<file path="src/rtl/joystick_serial_pkg.sv">
// joy_pkg: shared types and constants for the DB9 joystick serial poller.
//   joy_state_t      - scan FSM states
//   JOY_BITS         - width of one joystick word
//   FRAME_BITS       - bits shifted per scan frame (two joysticks)
//   JOY_*            - bit positions inside a joystick word (active low)
//   frame_joy1/2     - split a scan frame into the two joystick words
package joy_pkg;

  typedef enum logic [2:0] {
    IDLE,
    LOAD,
    SHIFT_LO,
    SHIFT_HI,
    DONE
  } joy_state_t;

  localparam int JOY_BITS   = 8;
  localparam int FRAME_BITS = 16;

  localparam int JOY_RIGHT = 0;
  localparam int JOY_LEFT  = 1;
  localparam int JOY_DOWN  = 2;
  localparam int JOY_UP    = 3;
  localparam int JOY_FIRE1 = 4;
  localparam int JOY_FIRE2 = 5;

  // The first joystick in the chain is shifted out first, so it ends up in
  // the upper half of the frame.
  function automatic logic [JOY_BITS-1:0] frame_joy1(input logic [FRAME_BITS-1:0] f);
    return f[FRAME_BITS-1 -: JOY_BITS];
  endfunction

  function automatic logic [JOY_BITS-1:0] frame_joy2(input logic [FRAME_BITS-1:0] f);
    return f[JOY_BITS-1:0];
  endfunction

endpackage

</file>
<file path="src/rtl/joystick_serial_if.sv">
// joystick_serial_if: signals between the poller, the external 74HC165
// chain and the downstream consumers of the joystick words.
//   joyD      - serial data from the chain (into the poller)
//   joyCk     - shift clock to the chain, rising edge shifts
//   joyLd     - parallel load to the chain, active low
//   joy1_o    - joystick 1 word, active low, 8'hFF = idle
//   joy2_o    - joystick 2 word, active low
//   joy_valid - one-cycle pulse when a validated frame updates the words
// modport master: the poller; modport slave: chain model / consumers.
interface joystick_serial_if;
  import joy_pkg::*;

  logic                joyD;
  logic                joyCk;
  logic                joyLd;
  logic [JOY_BITS-1:0] joy1_o;
  logic [JOY_BITS-1:0] joy2_o;
  logic                joy_valid;

  modport master (
    input  joyD,
    output joyCk,
    output joyLd,
    output joy1_o,
    output joy2_o,
    output joy_valid
  );

  modport slave (
    output joyD,
    input  joyCk,
    input  joyLd,
    input  joy1_o,
    input  joy2_o,
    input  joy_valid
  );

endinterface

</file>
<file path="src/rtl/joystick_serial_sync_2ff.sv">
// sync_2ff: two-flop synchronizer for a single asynchronous input.
//   clk   - destination clock
//   rst_n - asynchronous active-low reset, both flops reset to 1
//   d     - asynchronous input
//   q     - synchronized output
// Resetting to 1 matches an idle (pulled-up) serial line, so it can be
// reused for the tape input as well.
module sync_2ff (
  input  logic clk,
  input  logic rst_n,
  input  logic d,
  output logic q
);

  logic meta;

  always_ff @(posedge clk or negedge rst_n) begin
    if (!rst_n) begin
      meta <= 1'b1;
      q    <= 1'b1;
    end else begin
      meta <= d;
      q    <= meta;
    end
  end

endmodule

</file>
<file path="src/rtl/joystick_serial.sv">
// joystick_serial: polls two 8-bit DB9 joysticks through an external
// 74HC165-style parallel-in/serial-out chain and publishes the words only
// when two consecutive scan frames agree.
//   clk_i   - system clock
//   res_n_i - asynchronous active-low reset (release expected synchronous
//             to clk_i)
//   bus     - joystick_serial_if.master: joyD in; joyCk, joyLd, joy1_o,
//             joy2_o, joy_valid out
// Parameters:
//   CLK_DIV   - clk_i cycles per joyCk half-period (>= 4)
//   GAP_TICKS - idle ticks between frames (>= 1)
// Frame period is CLK_DIV*(GAP_TICKS+32)+1 clk_i cycles.
module joystick_serial
  import joy_pkg::*;
#(
  parameter int CLK_DIV   = 12,
  parameter int GAP_TICKS = 16
) (
  input  logic clk_i,
  input  logic res_n_i,
  joystick_serial_if.master bus
);

  localparam int PRE_W = $clog2(CLK_DIV);
  localparam int GAP_W = $clog2(GAP_TICKS + 1);
  localparam int BIT_W = $clog2(FRAME_BITS);

  localparam logic [PRE_W-1:0] PRE_LAST = PRE_W'(CLK_DIV - 1);
  localparam logic [GAP_W-1:0] GAP_LAST = GAP_W'(GAP_TICKS - 1);
  localparam logic [BIT_W-1:0] BIT_LAST = BIT_W'(FRAME_BITS - 1);

  joy_state_t state, state_nxt;

  logic [PRE_W-1:0]      presc;
  logic                  tick;
  logic [GAP_W-1:0]      gap_cnt;
  logic [BIT_W-1:0]      bit_cnt;
  logic [FRAME_BITS-1:0] frame;
  logic [FRAME_BITS-1:0] prev;
  logic                  joyd_s;
  logic                  frame_match;

  sync_2ff u_sync (
    .clk   (clk_i),
    .rst_n (res_n_i),
    .d     (bus.joyD),
    .q     (joyd_s)
  );

  assign tick        = (presc == PRE_LAST);
  assign frame_match = (frame == prev);

  always_ff @(posedge clk_i or negedge res_n_i) begin
    if (!res_n_i) state <= IDLE;
    else          state <= state_nxt;
  end

  // The last-bit check in SHIFT_LO takes priority over going high again,
  // and DONE always lasts exactly one clk_i cycle.
  always_comb begin
    state_nxt = state;
    case (state)
      IDLE:     if (tick && (gap_cnt == GAP_LAST)) state_nxt = LOAD;
      LOAD:     if (tick) state_nxt = SHIFT_LO;
      SHIFT_LO: if (tick) state_nxt = (bit_cnt == BIT_LAST) ? DONE : SHIFT_HI;
      SHIFT_HI: if (tick) state_nxt = SHIFT_LO;
      DONE:     state_nxt = IDLE;
      default:  state_nxt = IDLE;
    endcase
  end

  // Clearing the prescaler in DONE makes every IDLE phase start from a
  // fresh count, which gives the extra single cycle in the frame period.
  always_ff @(posedge clk_i or negedge res_n_i) begin
    if (!res_n_i)                  presc <= '0;
    else if (state == DONE || tick) presc <= '0;
    else                           presc <= presc + 1'b1;
  end

  always_ff @(posedge clk_i or negedge res_n_i) begin
    if (!res_n_i)           gap_cnt <= '0;
    else if (state != IDLE) gap_cnt <= '0;
    else if (tick)          gap_cnt <= gap_cnt + 1'b1;
  end

  always_ff @(posedge clk_i or negedge res_n_i) begin
    if (!res_n_i)                        bit_cnt <= '0;
    else if (state == LOAD)              bit_cnt <= '0;
    else if (state == SHIFT_HI && tick)  bit_cnt <= bit_cnt + 1'b1;
  end

  // Sampling at the end of the low phase means the chain output has been
  // stable for a full half-period (plus synchronizer delay) before use.
  always_ff @(posedge clk_i or negedge res_n_i) begin
    if (!res_n_i)                        frame <= '1;
    else if (state == SHIFT_LO && tick)  frame <= {frame[FRAME_BITS-2:0], joyd_s};
  end

  // Chain controls are decoded from the next state and registered so the
  // pins never glitch; SHIFT_HI is never adjacent to LOAD, so the load and
  // the shift clock cannot be active together.
  always_ff @(posedge clk_i or negedge res_n_i) begin
    if (!res_n_i) begin
      bus.joyCk <= 1'b0;
      bus.joyLd <= 1'b1;
    end else begin
      bus.joyCk <= (state_nxt == SHIFT_HI);
      bus.joyLd <= (state_nxt != LOAD);
    end
  end

  // A frame is only published if it matches the one before it, which
  // filters single-frame noise on the cable.
  always_ff @(posedge clk_i or negedge res_n_i) begin
    if (!res_n_i) begin
      prev          <= '1;
      bus.joy1_o    <= '1;
      bus.joy2_o    <= '1;
      bus.joy_valid <= 1'b0;
    end else begin
      bus.joy_valid <= (state == DONE) && frame_match;
      if (state == DONE) begin
        prev <= frame;
        if (frame_match) begin
          bus.joy1_o <= frame_joy1(frame);
          bus.joy2_o <= frame_joy2(frame);
        end
      end
    end
  end

endmodule
</file>
<file path="src/flat_wrapper.sv">
// flat-port wrapper written by rule: the top's interface ports become plain ports
module joystick_serial_flat import joy_pkg::*;
#(
  parameter int CLK_DIV   = 12,
  parameter int GAP_TICKS = 16
)
  (clk_i, res_n_i, bus_joyD, bus_joyCk, bus_joyLd, bus_joy1_o, bus_joy2_o, bus_joy_valid);
  joystick_serial_if bus_i ();
  input  logic clk_i;
  input  logic res_n_i;
  input wire logic [$bits(bus_i.joyD)-1:0] bus_joyD;
  output wire logic [$bits(bus_i.joyCk)-1:0] bus_joyCk;
  output wire logic [$bits(bus_i.joyLd)-1:0] bus_joyLd;
  output wire logic [$bits(bus_i.joy1_o)-1:0] bus_joy1_o;
  output wire logic [$bits(bus_i.joy2_o)-1:0] bus_joy2_o;
  output wire logic [$bits(bus_i.joy_valid)-1:0] bus_joy_valid;
  assign bus_i.joyD = bus_joyD;
  assign bus_joyCk = bus_i.joyCk;
  assign bus_joyLd = bus_i.joyLd;
  assign bus_joy1_o = bus_i.joy1_o;
  assign bus_joy2_o = bus_i.joy2_o;
  assign bus_joy_valid = bus_i.joy_valid;
  joystick_serial #(.CLK_DIV(CLK_DIV), .GAP_TICKS(GAP_TICKS)) u_core (.clk_i(clk_i), .res_n_i(res_n_i), .bus(bus_i));
endmodule
</file>
<file path="config.mk">
export PLATFORM = sky130hd
export DESIGN_NAME = joystick_serial_flat
export DESIGN_NICKNAME = d
export VERILOG_FILES = /design/src/rtl/joystick_serial_pkg.sv /design/src/rtl/joystick_serial_if.sv /design/src/rtl/joystick_serial_sync_2ff.sv /design/src/rtl/joystick_serial.sv /design/src/flat_wrapper.sv
export SDC_FILE = /design/constraint.sdc
export NUM_CORES = 1
export LEC_CHECK = 0
export BUFFER_PORTS_ARGS = -buffer_cell sky130_fd_sc_hd__buf_2
export CAP_MARGIN = 5
export CORE_MARGIN = 2
export CORE_UTILIZATION = 40
export CTS_CLUSTER_DIAMETER = 80
export DETAILED_ROUTE_END_ITERATION = 10
export PLACE_DENSITY_LB_ADDON = 0.2
export SKIP_LAST_GASP = 1
export SYNTH_ARGS = -nofsm -noshare
export SYNTH_HDL_FRONTEND = slang
export SYNTH_SLANG_ARGS = --single-unit
</file>
<file path="constraint.sdc">
create_clock -name clk_i -period 4.4 [get_ports clk_i]
set_input_delay 0.22 -clock clk_i [delete_from_list [all_inputs] [get_ports clk_i]]
set_output_delay 0.22 -clock clk_i [all_outputs]
set_load 0.03 [all_outputs]
</file>
==> results.tsv <==
stage	metric	value	unit
drt	DRT iter0 DRCs	97	
global_routing	met2 usage	0.209	
worst_setup_path	Arrival @ worst endpoint	2640	ps
drt	wire length per cell	13.7	um
layout	share of post-route cells with drive strength above 1	0.451	
worst_setup_path	delay-heaviest family, CP	simple AND/OR/NAND/NOR gates	
drt	drt pass-1 iters	4	
worst_setup_path	WS Path Type	flip-flop to flip-flop	
worst_setup_path	worst path cell trace	nor2_1 -> and2_1 -> nand4_4 -> mux2_4	
global_routing	antenna violations before repair	0	
logic_synthesis	ys flop type	dfstp_2	
sta	Final Critical Period	2370	ps
layout	ANT cells	0	
placement	Placed Area	3240	um2
global_routing	global-route wire length before repair	9160	um
clock_network	CTS Sinks	69	
sta	max_slew headroom	0.315	
worst_setup_path	Max Fanout on Critical Path	18	
sta	Total Negative Setup Slacks	0	ps
logic_synthesis	largest family of logic cells by synthesized area	simple AND/OR/NAND/NOR gates	
flow_run	Max Cap Viol	0	
global_routing	GR Util met1	0.194	
logic_synthesis	Seq/Total Area, Yosys	0.585	
layout	commonest non-fill, non-tap cell in the layout	nand2_1	
logic_synthesis	Post-synth EDFFs	0	
logic_synthesis	Adder-Cell Fraction of Synth Area	0.0164	
run_status	status	finished, final reports clean	
global_routing	busiest grt layer	met2	
die	Initial Util	0.417	
sta	maximum clock frequency	422	MHz
die	Core Area	7330	um2
sta	final worst setup slack	2030	ps
sta	Setup Skew	7.20	ps
clock_network	CTS tree	built	
clock_network	Post-CTS Repair Setup Buffers	0	
logic_synthesis	Mapped Area	3060	um2
worst_setup_path	cell depth of the worst setup path	4	
logic_synthesis	Cell variety after synth	36	
global_routing	total gr overflow	0	
logic_synthesis	Gate Count Post-Synth	247	
power	Pwr per Cell Area	318	nW/um2
logic_synthesis	post-synthesis mux area share	0.137	
logic_synthesis	Syn. warnings	0	
sta	Slew Viols, Final	0	
sta	setup violators final	0	
clock_network	clock transition at the registers of the reported paths	70	ps
logic_synthesis	FFs w/ async S/R, synth	1.00	
die	num ports	22	
drt	total number of vias	1808	
sta	final hold viol count	0	
sta	Tcrit/Tclk final	0.539	
logic_synthesis	Post-Synth XOR/XNOR Area	0.0601	
placement	Post-Place Setup Slack	2010	ps
worst_setup_path	R2R depth	4	
drt	drt total wl	5160	um
drt	ANT nets after route	0	
power	static leakage	1.61	nW
worst_setup_path	CP Capture Type	flip-flop	
drt	via density per instance	4.81	
drt	DRC Markers	0	
global_routing	GRT Overall Usage	0.140	
global_routing	met3 Use GR	0.0448	
clock_network	H-tree levels	3	
sta	RSZ-0062 raised after global routing	false	
logic_synthesis	Synth Area in Compound Gates	0.0298	
worst_setup_path	Critical Path Start Type	flip-flop	
clock_network	Clock Path Buffers	2	
logic_synthesis	Yosys reg bits	69	
logic_synthesis	post-synthesis net count	254	
worst_setup_path	Crit-path slowest cell	and2_1	
sta	Least-Margin Pin Slew	1030	ps
layout	Finished Layout Cells	376	
layout	commonest non-fill, non-tap cells in the layout	nand2_1 (60), dfstp_2 (51), mux2_2 (24)	
power	Max VDD drop	0.166	mV
layout	area grow syn2layout	11.5	%
logic_synthesis	simple-gate share of the synthesized area	0.151	
global_routing	vias in the first global route	1857	
layout	final instance area	3410	um2
logic_synthesis	Syn Area/Cell	12.4	um2
placement	Cells after DPL	359	
die	Rows	31	
layout	Final Util	0.465	
logic_synthesis	leading area contributor after synthesis	dfstp_2	
placement	DP Wirelength	3310	um
clock_network	Clock Latency Late Sink	340	ps
clock_network	Inserted Clock Buffers	9	
placement	GP Congestion	0.759	
layout	Final nets	279	
min_path	Hold Path Class	input port to async pin	
worst_setup_path	CP max stage delay	620	ps
worst_setup_path	CP bufs+invs	0	
clock_network	clk root buf	clkbuf_8	
global_routing	largest net degree at the start of global routing	48	
placement	Port-buffer cells	21	
die	DIE AREA	8370	um2
worst_setup_path	critical path required time	4670	ps
logic_synthesis	Synth area leaders	dfstp_2 (44%), dfrtp_1 (15%), mux2_2 (8.8%), nand2_1 (7.4%), mux2_4 (4.9%)	
logic_synthesis	Yosys top cell area share	0.438	
die	Chip Width	91.5	um
die	die height	91.5	um
[routing by layer]
metal  routed length [um]  part of all wire
met1                 2620              0.51
met2                 2280              0.44
met3                  189             0.037
met4                   69             0.013
met5                    0                 0
[registers in the layout (all words and copies together) (netlist names)]
signal	cells
u_core.u_sync.q	1
u_core.presc	4
u_core.bus.joy_valid	1
u_core.prev	16
u_core.bus.joyCk	1
u_core.gap_cnt	5
u_core.bus.joy2_o	8
u_core.bit_cnt	4
u_core.bus.joy1_o	8
u_core.frame	16
u_core.bus.joyLd	1
u_core.u_sync.meta	1
u_core.state	3
[worst register-to-register path: cells and delay by family, from the launching register on]
family,cells,cell delay [ps]
simple gates,3,1350
mux,1,460
flops,1,510
[synthesized netlist by cell type (3+ instances only)]
| library cell | count |
|---|---|
| nand2_1 | 60 |
| dfrtp_1 | 18 |
| dfstp_2 | 51 |
| xnor2_1 | 14 |
| ha_1 | 4 |
| xor2_1 | 7 |
| nor2_1 | 10 |
| buf_2 | 4 |
| nand4_1 | 5 |
| a22o_1 | 3 |
| a21oi_1 | 5 |
| nand2b_1 | 3 |
| mux2_4 | 10 |
| mux2_2 | 24 |
[layout make-up]
type,instances,area (um2)
clock buffers,11,131
clock inverters,5,27.5
fillers,700,3920
inverters,2,7.51
multi-input cells,167,1210
flip-flops and latches,69,1790
well taps,99,124
repair buffers,23,123
[final timing paths]
kind	start	to	slack, ps
worst max-delay path	u_core.state[1]	u_core.bus.joy2_o[0]	2030
worst max register to register	u_core.state[1]	u_core.bus.joy2_o[0]	2030
min in group clk_i	u_core.u_sync.meta	u_core.u_sync.q	350
max in group asynchronous	res_n_i	u_core.frame[9]	3410
worst min register to register	u_core.u_sync.meta	u_core.u_sync.q	350
worst min-delay path	res_n_i	u_core.presc[0]	70
[power breakdown]
part | internal [mW] | leakage, nW | switching (mW) | total [mW]
Sequential | 0.638 | 0.769 | 0.000207 | 0.638
Clock | 0.201 | 0.0829 | 0.231 | 0.432
Combinational | 0.00179 | 0.763 | 0.0120 | 0.0138
Total | 0.841 | 1.61 | 0.244 | 1.08
[cell families (layout without fill, tap and decap cells)]
kind of cell	Yosys count	count (layout)
simple gates	94	94
flops	69	69
mux	34	34
xor+xnor	21	21
compound gates	14	14
buf+inv	11	41
fa+ha+maj	4	4
[through the flow]
stage                     power, mW  hold WS, ps
final                          1.08         65.4
after global routing           1.14          151
after CTS                      1.10         97.6
after detailed placement      0.663          326
after global placement        0.663          327
after floorplan               0.649        -75.6
[timing repair]
item,4_1_cts,5_1_grt
hold buffers,1,0
gates resized for setup,0,0
endpoints found under the hold margin,1,0
(Power assumes the default switching activity.)
